--- src/rtl/instruction_fetch_unit.sv ---
`default_nettype none
// ============================================================================
//  Module   : instruction_fetch_unit
//  Purpose  : IF stage. Fetch PC, single-outstanding imem handshake, fetch
//             queue and IF/ID pipeline register with stall/redirect handling.
//  Revision : 1.0  initial release
// ============================================================================
module instruction_fetch_unit #(
  parameter logic [63:0] RESET_PC = 64'h0,
  parameter int          QDEPTH   = 2
) (
  input  logic        clock,
  input  logic        reset,
  output logic        imem_req,
  output logic [63:0] imem_addr,
  input  logic        imem_ready,
  input  logic        imem_rvalid,
  input  logic [31:0] imem_rdata,
  input  logic        stall,
  input  logic        branch_taken,
  input  logic [63:0] branch_target,
  output logic [31:0] instruction,
  output logic [63:0] PC_out_IF_ID,
  output logic        valid_IF_ID
);

  localparam logic [31:0]     c_NOP    = 32'hD503201F;
  localparam int              c_PW     = (QDEPTH > 1) ? $clog2(QDEPTH) : 1;
  localparam int              c_CW     = $clog2(QDEPTH + 1);
  localparam logic [c_CW-1:0] c_QDEPTH = c_CW'(QDEPTH);
  localparam logic [c_PW-1:0] c_LAST   = c_PW'(QDEPTH - 1);

  typedef enum logic [1:0] {
    S_IDLE = 2'd0,
    S_REQ  = 2'd1,
    S_WAIT = 2'd2,
    S_DROP = 2'd3
  } state_t;

  state_t          r_state;
  logic [63:0]     r_fetch_pc;
  logic            r_imem_req;
  logic [63:0]     r_imem_addr;

  logic [63:0]     r_q_pc    [QDEPTH];
  logic [31:0]     r_q_instr [QDEPTH];
  logic [c_PW-1:0] r_head;
  logic [c_PW-1:0] r_tail;
  logic [c_CW-1:0] r_count;

  logic [31:0]     r_instr;
  logic [63:0]     r_pc_if_id;
  logic            r_valid;

  logic            w_accept;
  logic            w_push;
  logic            w_pop;
  logic [c_CW-1:0] w_count_next;
  logic            w_room;
  logic [63:0]     w_target;

  function automatic logic [c_PW-1:0] f_inc(input logic [c_PW-1:0] p);
    return (p == c_LAST) ? '0 : p + 1'b1;
  endfunction

  // r_imem_req is only ever high in S_REQ, so it doubles as the state qualifier.
  assign w_accept     = r_imem_req & imem_ready;
  assign w_push       = (r_state == S_WAIT) & imem_rvalid & ~branch_taken;
  assign w_pop        = ~branch_taken & ~stall & (r_count != '0);
  assign w_count_next = r_count + c_CW'(w_push) - c_CW'(w_pop);
  assign w_room       = (w_count_next < c_QDEPTH);
  assign w_target     = branch_target & ~64'h3;

  // Fetch FSM; a new request is only launched when the queue can absorb it.
  always_ff @(posedge clock or posedge reset) begin
    if (reset) begin
      r_state     <= S_IDLE;
      r_fetch_pc  <= RESET_PC;
      r_imem_req  <= 1'b0;
      r_imem_addr <= RESET_PC;
    end else begin
      case (r_state)
        S_IDLE: begin
          if (!branch_taken && w_room) begin
            r_state     <= S_REQ;
            r_imem_req  <= 1'b1;
            r_imem_addr <= r_fetch_pc;
          end
        end
        S_REQ: begin
          if (branch_taken) begin
            r_state    <= w_accept ? S_DROP : S_IDLE;
            r_imem_req <= 1'b0;
          end else if (w_accept) begin
            r_state    <= S_WAIT;
            r_imem_req <= 1'b0;
            r_fetch_pc <= r_fetch_pc + 64'd4;
          end
        end
        S_WAIT: begin
          if (imem_rvalid) begin
            if (!branch_taken && w_room) begin
              r_state     <= S_REQ;
              r_imem_req  <= 1'b1;
              r_imem_addr <= r_fetch_pc;
            end else begin
              r_state <= S_IDLE;
            end
          end else if (branch_taken) begin
            r_state <= S_DROP;
          end
        end
        S_DROP: begin
          if (imem_rvalid) begin
            r_state <= S_IDLE;
          end
        end
        default: r_state <= S_IDLE;
      endcase
      if (branch_taken) begin
        r_fetch_pc <= w_target;
      end
    end
  end

  // Queue storage carries no reset; occupancy is tracked by r_count alone.
  always_ff @(posedge clock) begin
    if (w_push) begin
      r_q_pc[r_tail]    <= r_imem_addr;
      r_q_instr[r_tail] <= imem_rdata;
    end
  end

  always_ff @(posedge clock or posedge reset) begin
    if (reset) begin
      r_head  <= '0;
      r_tail  <= '0;
      r_count <= '0;
    end else if (branch_taken) begin
      r_head  <= '0;
      r_tail  <= '0;
      r_count <= '0;
    end else begin
      if (w_push) begin
        r_tail <= f_inc(r_tail);
      end
      if (w_pop) begin
        r_head <= f_inc(r_head);
      end
      r_count <= w_count_next;
    end
  end

  always_ff @(posedge clock or posedge reset) begin
    if (reset) begin
      r_instr    <= c_NOP;
      r_pc_if_id <= 64'd0;
      r_valid    <= 1'b0;
    end else if (branch_taken) begin
      r_instr    <= c_NOP;
      r_pc_if_id <= 64'd0;
      r_valid    <= 1'b0;
    end else if (!stall) begin
      if (w_pop) begin
        r_instr    <= r_q_instr[r_head];
        r_pc_if_id <= r_q_pc[r_head];
        r_valid    <= 1'b1;
      end else begin
        r_instr    <= c_NOP;
        r_pc_if_id <= 64'd0;
        r_valid    <= 1'b0;
      end
    end
  end

  // The reserved slot guarantees room for every response that arrives.
  a_no_overflow: assert property (@(posedge clock) disable iff (reset)
    !((r_state == S_WAIT) && imem_rvalid && (r_count == c_QDEPTH)));

  assign imem_req     = r_imem_req;
  assign imem_addr    = r_imem_addr;
  assign instruction  = r_instr;
  assign PC_out_IF_ID = r_pc_if_id;
  assign valid_IF_ID  = r_valid;

endmodule
`default_nettype wire

--- config.mk ---
export PLATFORM = sky130hd
export DESIGN_NAME = instruction_fetch_unit
export DESIGN_NICKNAME = d
export VERILOG_FILES = /design/src/rtl/instruction_fetch_unit.sv
export SDC_FILE = /design/constraint.sdc
export NUM_CORES = 1
export LEC_CHECK = 0
export ABC_AREA = 0
export CAP_MARGIN = 0
export CORE_UTILIZATION = 45
export CTS_BUF_LIST = sky130_fd_sc_hd__clkbuf_2 sky130_fd_sc_hd__clkbuf_4 sky130_fd_sc_hd__clkbuf_8
export DETAILED_ROUTE_END_ITERATION = 7
export GPL_ROUTABILITY_DRIVEN = 0
export GPL_TIMING_DRIVEN = 0
export HOLD_SLACK_MARGIN = 0.15
export PLACE_DENSITY = 0.8
export SETUP_SLACK_MARGIN = 0.5
export SLEW_MARGIN = 10
export SYNTH_ARGS = -nofsm -noshare
export SYNTH_HDL_FRONTEND = slang
export SYNTH_SLANG_ARGS = --single-unit
--- constraint.sdc ---
create_clock -name clock -period 18.1 [get_ports clock]
set_input_delay 2.715 -clock clock [delete_from_list [all_inputs] [get_ports clock]]
set_output_delay 2.715 -clock clock [all_outputs]
set_load 0.005 [all_outputs]
Word-level counts from Yosys, hierarchy flattened
Memories as Yosys holds them, arrays and structs flattened.
Cells that the tools add are included.
Operators by class
  mux-type cells: 38
  bitwise logic cells: 7
  magnitude comparators: 1
  shifts and indexed selects: 0
  add/sub/neg operators: 5
  equal/unequal tests: 9
  reductions and logical operators: 14
  div/mod/pow operators: 0
  $mul: 0
Operators with widths (number)
  $mux W64: 8
  $pmux W64 S2: 1
  $mux W32: 3
  $add A64 B3 Y64 const B: 1
  $mux W1: 16
  $mux W2: 8
  $reduce_bool A2 Y1: 6
  $pmux W2 S4: 1
  $ne A2 B2 Y1 const B: 3
  $ne A3 B3 Y1 const B: 2
  $and A1 B1 Y1: 5
  $eq A2 B2 Y1 const B: 2
  $reduce_and A2 Y1: 2
  $reduce_and A4 Y1: 1
  $pmux W1 S3: 1
  $reduce_and A3 Y1: 1
  $reduce_bool A3 Y1: 1
  $add A1 B1 Y1 const B: 2
  $add A2 B1 Y2: 1
  $eq A2 B1 Y1 const B: 1
  $logic_not A2 Y1: 1
  $lt A2 B2 Y1 const B: 1
  $ne A2 B1 Y1 const B: 1
  $not A1 Y1: 2
  3 further kinds: 3
Word-level totals
  output and inout bits: 162
  memory bits (writable): 192
  bits in latches: 0
  input port bits: 102
  memories kept: 2
  register bits: 232
  bits in read-only memories: 0
Memories
  r_q_pc: depth 2, width 64, read ports 1, clocked after memory_dff 0, wr ports 1, line 45  | logic [63:0] r_q_pc [QDEPTH];
  r_q_instr: depth 2, width 32, read ports 1, clocked after memory_dff 0, wr ports 1, line 46  | logic [31:0] r_q_instr [QDEPTH];

Longest topological paths before layout
Gate-level depths: netlist of run 1.
  depth after elaboration: 10
  mapped depth: 11
  gate-level depth less buffers: 9

Worst setup path before layout of run 1
Ideal clock, no wire load.
  path kind: input -> register
  from: in branch_taken
  to: mem r_q_instr[1][0] (enable)
  required time: 17.419 ns
  path slack: 7.273 ns
  buffers on the path: 3
  stages on the path: 4
  library setup time: 0.681 ns
  arrival time: 10.145 ns
  path through: clkbuf_1 > clkbuf_1 > clkbuf_1 > nor3b_1
Between the ends
  cells in the longest elaborated chain, start to end: 4
Ends and longest elaborated chain
  start, declared: line 20  | input logic branch_taken,
  $not A1 Y1: line 68  | assign w_push = (r_state == S_WAIT) & imem_rvalid & ~branch_taken;
  $and A1 B1 Y1: line 68
  $mux W1: line 128  | if (w_push) begin
  $mux W1 (not written as such): line 130  | r_q_instr[r_tail] <= imem_rdata;
  end, declared: line 46
No other way between the ends.

Worst setup path in the final report of run 1
  from: in branch_taken
  to: reg r_imem_addr[4] (netlist: imem_addr[4])
Between the ends
  cells in the longest elaborated chain, start to end: 9
Ends and longest elaborated chain
  $not A1 Y1: line 68, 69
  $and A1 B1 Y1, on equally long branches: line 68, 69
  $add A2 B1 Y2 / $and A1 B1 Y1 (equally long branches): line 70, 69
  $sub A2 B1 Y2: line 70  | assign w_count_next = r_count + c_CW'(w_push) - c_CW'(w_pop);
  $lt A2 B2 Y1: line 71  | assign w_room = (w_count_next < c_QDEPTH);
  $logic_and A1 B1 Y1 (*): line 84, 102
  $mux W64 (*)
  $mux W64
  $pmux W64 S2 (*)
  end signal, assigned: line 87  | r_imem_addr <= r_fetch_pc;
  end signal, assigned: line 105  | r_imem_addr <= r_fetch_pc;
  end, declared: line 43  | logic [63:0] r_imem_addr;
Every way passes the cells marked *; elsewhere a longest branch is shown, timed or not. The select of a mux whose other input is x is not followed.
A chain may end at the register's enable or synchronous reset.

==> results.md, run 1 <==
* Status: complete, no violations
* Main flop type after synthesis: dfrtp_1
* Maxcap violations at 0
* Routed wire length at 41500 um
* Async set-reset flop share out of synthesis at 0.547
* FILL cells at 2807
* Slowest CP cell: clkbuf_1
* Non-Filler Instances at 2060
* Core area at 35600 sq um
* Final Instance Area at 21100 sq um
* Post-synthesis xor/xnor area fraction at 0.0210
* Max-slew headroom at 0.294
* Placed Area at 19700 sq um
* Total track usage at 0.229
* Layout net count at 1648
* Power per standard cell area at 120 nW/um^2
* Die Footprint at 36800 sq um
* Layout cell share with drive strength beyond 1 at 0.150
* Post-synth cell types at 48
* Longest Clk Path Bufs at 3
* Critical Path Source Type: input pin
* Post-DRT Antenna Nets at 0
* Clock share of power at 0.333
* Slew at the pin closest to its max-slew limit at 1.05 ns
* CTS buffer count at 68
* Row cnt at 69
* Synth area leader: edfxtp_1
* Most frequent cells after synthesis: 214 x dfrtp_1, 188 x edfxtp_1, 148 x nand2_1, 127 x o21ai_0, 95 x mux2i_1
* Iter 0 DRT Violations at 874
* Fin crit share at 0.303
* Gate power share at 0.172
* Hold_ws at 0.477 ns
* Multi-input logic area at 4620 sq um
* Register area at 11300 sq um
* Adder-cell share of the synthesized area at 0.00154
* # diodes at 0
* Slew Limit Fails at 0
* WS Path Type: input pin to flop
* Share of the synthesized area in the top cell type at 0.348
* Via count at 11.0k
* Layout area overhead at 30.0%
* CTS sink cnt at 415
* Clock Pin Slew Worst Setup and Hold Paths at 0.06 ns
* Post-Synthesis Cells at 1192
* Complex-gate fraction of the synthesized area at 0.0622
* # IOs at 264
* CP endpoint kind: flop
* Warnings, synthesis at 0
* Seq/Total Area, Yosys at 0.699
* Main combinational cell family by area after synthesis: multiplexers
* FF-to-FF setup slack at 14.76 ns
* Largest delay contributor family on the critical path: buffers and inverters
* Cts repair resizes at 0
* Starting Density at 0.456
* Pleak at 7.79 nW
* Syn avg cell area at 13.6 sq um
* Setup violators final at 0
* Via density at 5.35
* Top cell by count, worst path: clkbuf_1
* DPL Wire Length at 29200 um
* Multiplexer share of the synthesized area at 0.103
* RR Startpoint: r_state[1]
* Hold Path Sink: valid_IF_ID
* CTS tree: yes
* Arrival @ worst endpoint at 5.95 ns
* Sw Share at 0.261
* Worst min path class: flop to flop
* Minimum clock period at 5.49 ns
* Drt pass-1 iters at 7
* Syn Std Cell Area at 16200 sq um
* Largest net degree at the start of global routing at 88
* Crit path buffers/inverters at 3
* Fmax at 0.182 GHz
* H-tree levels at 3
* # placed instances at 1935
* Top post-synthesis cells by area: edfxtp_1 35%, dfrtp_1 33%, mux2i_1 5.9%
* Post-CTS Setup Bufs at 0
* Hold Fails Final Rpt at 0
* Maximum vdd drop at 0.0000547 V
* Die extent in x at 192 um
* Post-CTS Hold Buffers at 0
* Setup TNS at 0 ns
* R2r endpoint: r_fetch_pc[49]
* HP Start: valid_IF_ID
* Clk_lat worst skew at 0.62 ns
* Vias in the first global route at 11.2k
* Part of the power in registers at 0.494
* Initial antenna violation count at 0
* Critical Path Fanout Max at 10
* First-pass GRT wire length at 63200 um
* Die H at 192 um
* Simple-gate area share of the yosys netlist at 0.0956
* Post-synth EDFFs at 188
* Worst r2r path cells at 7
* Synth Register Bits at 415
* Root Buffer: clkbuf_8
* # DRC at 0
* Port Buffer Count at 258
* Critical Path Max Stage Delay at 0.64 ns
* Most numerous cell in the Yosys netlist: dfrtp_1
* Gr ovfl total at 0
* Cell Chain, Critical Path: clkbuf_1, clkbuf_1, or3_1, nand2_1, ha_1, xnor2_1, nor3_1, o21ai_2, buf_2, mux2_2
* Hold Crit Depth at 2
* Layout Skew at 0.0489 ns
* Sw power at 0.662 mW
* Drt wl/cell at 20.1 um
* P_int at 1.87 mW
* CP Data Required Time at 18.56 ns
* RSZ-0062 raised after global routing: false
[power groups by stage]
| stage | sequential (mW) | clock (mW) | combinational (mW) |
|---|---|---|---|
| 6_report | 1.25 | 0.846 | 0.437 |
| 5_1_grt | 1.27 | 0.911 | 0.472 |
| 4_1_cts | 1.25 | 0.867 | 0.444 |
| 3_5_place_dp | 1.27 | 0 | 0.441 |
| 3_3_place_gp | 1.27 | 0 | 0.425 |
| 2_1_floorplan | 1.24 | 0 | 0.186 |
[sequential cells by signal, summed over array words and instances (netlist names)]
signal	cells
valid_IF_ID	1
PC_out_IF_ID	63
r_state	2
r_q_instr	64
instruction	32
r_q_pc	124
imem_addr	62
r_fetch_pc	62
imem_req	1
r_count	2
r_tail	1
r_head	1
[layout make-up]
type	instances	area share
buffer	63	0.0122
clock buffer	105	0.0614
clock inverter	20	0.00640
inverter	8	0.00178
multi-input combinational	707	0.219
sequential	415	0.538
tap	461	0.0273
timing repair buffer	281	0.135
[routing by layer]
metal,part of all wire,track usage,vias up
met2,0.49,0.371,391
met4,0.033,0.104,0
met5,0,0,-
met1,0.42,0.296,5468
li1,-,-,5078
met3,0.061,0.0464,91
[cells in the final DEF, fill, tap and decap left out, types with 10 or more instances in the layout]
master           netlist  layout
a21oi_1               13      13
a31oi_1               22      22
buf_4                  3      12
buf_6                  0      12
clkbuf_1              47      47
clkbuf_4               0      24
clkbuf_8               0      81
clkdlybuf4s50_1        0     258
dfrtp_1              214     214
dfstp_2               13      13
edfxtp_1             188     188
mux2_2                64      64
mux2i_1               95      95
nand2_1              148     148
nand3_1               23      23
nand4_1               30      30
nor2_1                50      50
o21ai_0              127     127
o31ai_1               13      13
or3_1                 10      10
or4_1                 17      17
xnor2_1               13      13
xor2_1                26      26
[through the flow]
stage	utilization	setup WS (ns)	power (mW)
6_report	0.593	12.61	2.54
4_1_cts	0.593	12.57	2.56
2_1_floorplan	-	7.27	1.43
3_5_place_dp	0.553	11.95	1.71
5_1_grt	0.593	12.39	2.65
3_3_place_gp	0.545	1.90	1.69
[worst max-delay path by stage]
stage                            start         endpoint  slack, ns  cells after the start
after floorplan           branch_taken  r_q_instr[1][0]       7.27                      4
after global placement    branch_taken    r_q_pc[1][24]       1.90                      4
after detailed placement  branch_taken    imem_addr[60]      11.95                     10
after CTS                 branch_taken     imem_addr[4]      12.57                     10
after global routing      branch_taken     imem_addr[2]      12.39                     10
final                     branch_taken     imem_addr[4]      12.61                     10
[worst register-to-register path: stages (launching register included)]
cell and delay (ns):
dfrtp_1 0.44, nand4b_1 0.50, nor3_1 0.62, nand4_1 0.43, clkbuf_1 0.39, clkbuf_1 0.34, o31ai_1 0.33, a31oi_1 0.12
[cell families after synthesis]
kind of cell / after synthesis
simple gates: 321
other cells: 1
mux: 159
fa+ha+maj: 2
compound gates: 184
buf+inv: 71
flops: 415
xor+xnor: 39
(Power assumes the default switching activity.)
==> run 2, diff against run 1 <==
- PLACE_DENSITY: 0.8 -> 0.83
- clock period: 18.1 -> 4.4 ns (I/O delays scaled with it)
==> run 2 against run 1 <==
  * Final area increased by 0.65%
  * Non-clock buffer count decreased by 5
  * Hold slack got worse by 0.035 ns
  * Highest routed layer is now met5
  * Combinational power increased to 4.2 times the previous value
  * Routed wire length decreased by 0.47%
  * Global-route usage decreased by 0.22 points
  * Via count increased by 0.97%
==> results.md, run 2 (synthesis results as in run 1) <==
* Part of the power in registers at 0.494 (about the same)
* HP Start: branch_taken
* Post-DRT Antenna Nets at 0 (unchanged)
* Slew at the pin closest to its max-slew limit at 1.08 ns (+0.0305 ns)
* FILL cells at 2796 (-0.39%)
* CTS buffer count at 68 (unchanged)
* Die H at 192 um (unchanged)
* Slew Limit Fails at 0 (unchanged)
* Die Footprint at 36800 sq um (unchanged)
* Commonest non-fill, non-tap cell in the layout: clkdlybuf4s50_1
* Die extent in x at 192 um (unchanged)
* Cts repair resizes at 0 (unchanged)
* Worst min path class: input pin to flop
* Post-CTS Setup Bufs at 0 (unchanged)
* Longest Clk Path Bufs at 3 (unchanged)
* Root Buffer: clkbuf_8
* Layout net count at 1643 (-0.30%)
* Clk_lat worst skew at 0.61 ns (about the same)
* Setup TNS at 0 ns (unchanged)
* R2r endpoint: r_fetch_pc[49]
* Via density at 5.41 (+1.1%)
* Multi-input logic area at 4630 sq um (+0.27%)
* Non-Filler Instances at 2057 (-0.15%)
* FF-to-FF setup slack at 1.13 ns (-13.63 ns)
* Via count at 11.1k (+0.97%)
* Status: complete, no violations
* Starting Density at 0.456 (unchanged)
* Initial antenna violation count at 2 (+2)
* Clock Pin Slew Worst Setup and Hold Paths at 0.06 ns (about the same)
* Arrival @ worst endpoint at 3.80 ns (-2.15 ns)
* DPL Wire Length at 29300 um (+0.33%)
* Iter 0 DRT Violations at 677 (-23%)
* CTS sink cnt at 415 (unchanged)
* Minimum clock period at 3.36 ns
* # placed instances at 1930 (-0.26%)
* Worst r2r path cells at 7 (unchanged)
* Register area at 11300 sq um (unchanged)
* Fin util at 0.597 (+0.00383)
* Most frequent cells in the layout: 258 x clkdlybuf4s50_1, 214 x dfrtp_1, 188 x edfxtp_1, 148 x nand2_1, 127 x o21ai_0
* Gr ovfl total at 0 (unchanged)
* Critical Path Fanout Max at 10 (unchanged)
* RSZ-0062 raised after global routing: false
* Drt pass-1 iters at 7 (unchanged)
* Maximum vdd drop at 0.000286 V (+420%)
* Largest register FFs at 124 (unchanged)
* Gate power share at 0.174 (+0.002)
* Post-CTS Hold Buffers at 0 (unchanged)
* # DRC at 0 (unchanged)
* Power per standard cell area at 492 nW/um^2 (+310%)
* Clock share of power at 0.332 (about the same)
* Routed wire length at 41300 um (-0.47%)
* Fmax at 0.298 GHz
* Layout area overhead at 30.8%
* Core area at 35600 sq um (unchanged)
* Maxcap violations at 0 (unchanged)
* Hold Path Sink: r_fetch_pc[25]
* P_int at 7.74 mW (+310%)
* # IOs at 264 (unchanged)
* WS Path Type: input pin to flop
* H-tree levels at 3 (unchanged)
* CTS tree: yes
* Largest net degree at the start of global routing at 39 (-56%)
* Row cnt at 69 (unchanged)
* Critical Path Source Type: input pin
* Sw Share at 0.260 (-0.00118)
* Max-slew headroom at 0.273 (-0.0205)
* Fin crit share at 0.764
* Total track usage at 0.226 (-0.00223)
* Sw power at 2.72 mW (+310%)
* Pleak at 7.83 nW (+0.57%)
* RR Startpoint: r_state[1]
* Setup violators final at 0 (unchanged)
* First-pass GRT wire length at 63000 um (-0.23%)
* Hold Fails Final Rpt at 0 (unchanged)
* Drt wl/cell at 20.1 um (-0.33%)
* Hold Crit Depth at 3 (+1)
* Layout Skew at 0.0382 ns (-0.0107 ns)
* Port Buffer Count at 258 (unchanged)
* Layout cell share with drive strength beyond 1 at 0.152 (+0.00226)
* Vias in the first global route at 11.3k (+0.84%)
* CP endpoint kind: flop
* Top reg by flops: r_q_pc
* CP Data Required Time at 4.84 ns (-13.72 ns)
==> run 2: changes by cell type in the layout (fill, tap and decap cells not counted), sizes merged <==
cell / delta
diode: +1
inv: -1
buf: -5
clkinv: -1
clkbuf: +3
==> run 2: cell type report <==
type,instances,share of cell area
well taps,461,0.0272
diodes,1,0.000118
clock buffers,108,0.0614
inverters,8,0.00159
flip-flops and latches,415,0.534
plain buffers,63,0.0136
repair buffers,276,0.138
clock inverters,18,0.00601
multi-input cells,707,0.218
==> run 2: through the flow <==
step / instance area [sq um] / hold WS [ns] / power, mW / setup WS [ns]
CTS: 21200 / 0.394 / 10.6 / 1.10
detailed placement: 19800 / 0.470 / 7.06 / 0.483
finish: 21200 / 0.442 / 10.5 / 1.04
global route: 21200 / 0.427 / 10.9 / 0.934
global placement: 19500 / 0.461 / 6.95 / -1.30
floorplan: 16300 / 0.471 / 5.87 / 0.449
==> run 2: how the worst max path moves through the flow <==
stage	to	start	cells after the start	slack (ns)
2_1_floorplan	r_q_instr[1][0]	branch_taken	4	0.45
5_1_grt	r_fetch_pc[49]	imem_ready	8	0.93
3_3_place_gp	r_q_pc[1][32]	imem_rvalid	3	-1.30
3_5_place_dp	r_fetch_pc[49]	imem_ready	8	0.48
4_1_cts	r_fetch_pc[49]	imem_ready	8	1.10
6_report	r_fetch_pc[49]	imem_ready	8	1.04
==> run 2: routing by layer <==
layer / up-vias / global-route usage / share of wire
met3: 84 / 0.0464 / 0.062
met4: 2 / 0.0907 / 0.026
met1: 5566 / 0.294 / 0.42
met2: 422 / 0.371 / 0.49
li1: 5061 / - / -
met5: - / 0 / 0.00031
==> run 2: worst max-delay path: stages <==
cell and delay, ns:
clkdlybuf4s50_1 0.54, nand4b_1 0.44, nor3_1 0.60, nand4_1 0.41, clkbuf_1 0.38, clkbuf_1 0.31, o31ai_1 0.32, a31oi_1 0.13
==> run 2: power by group through the flow <==
stage | logic (mW) | registers (mW) | clock network, mW
after floorplan | 0.770 | 5.10 | 0
after global placement | 1.75 | 5.20 | 0
after detailed placement | 1.83 | 5.23 | 0
after CTS | 1.85 | 5.16 | 3.55
after global routing | 1.96 | 5.23 | 3.73
final | 1.82 | 5.16 | 3.47
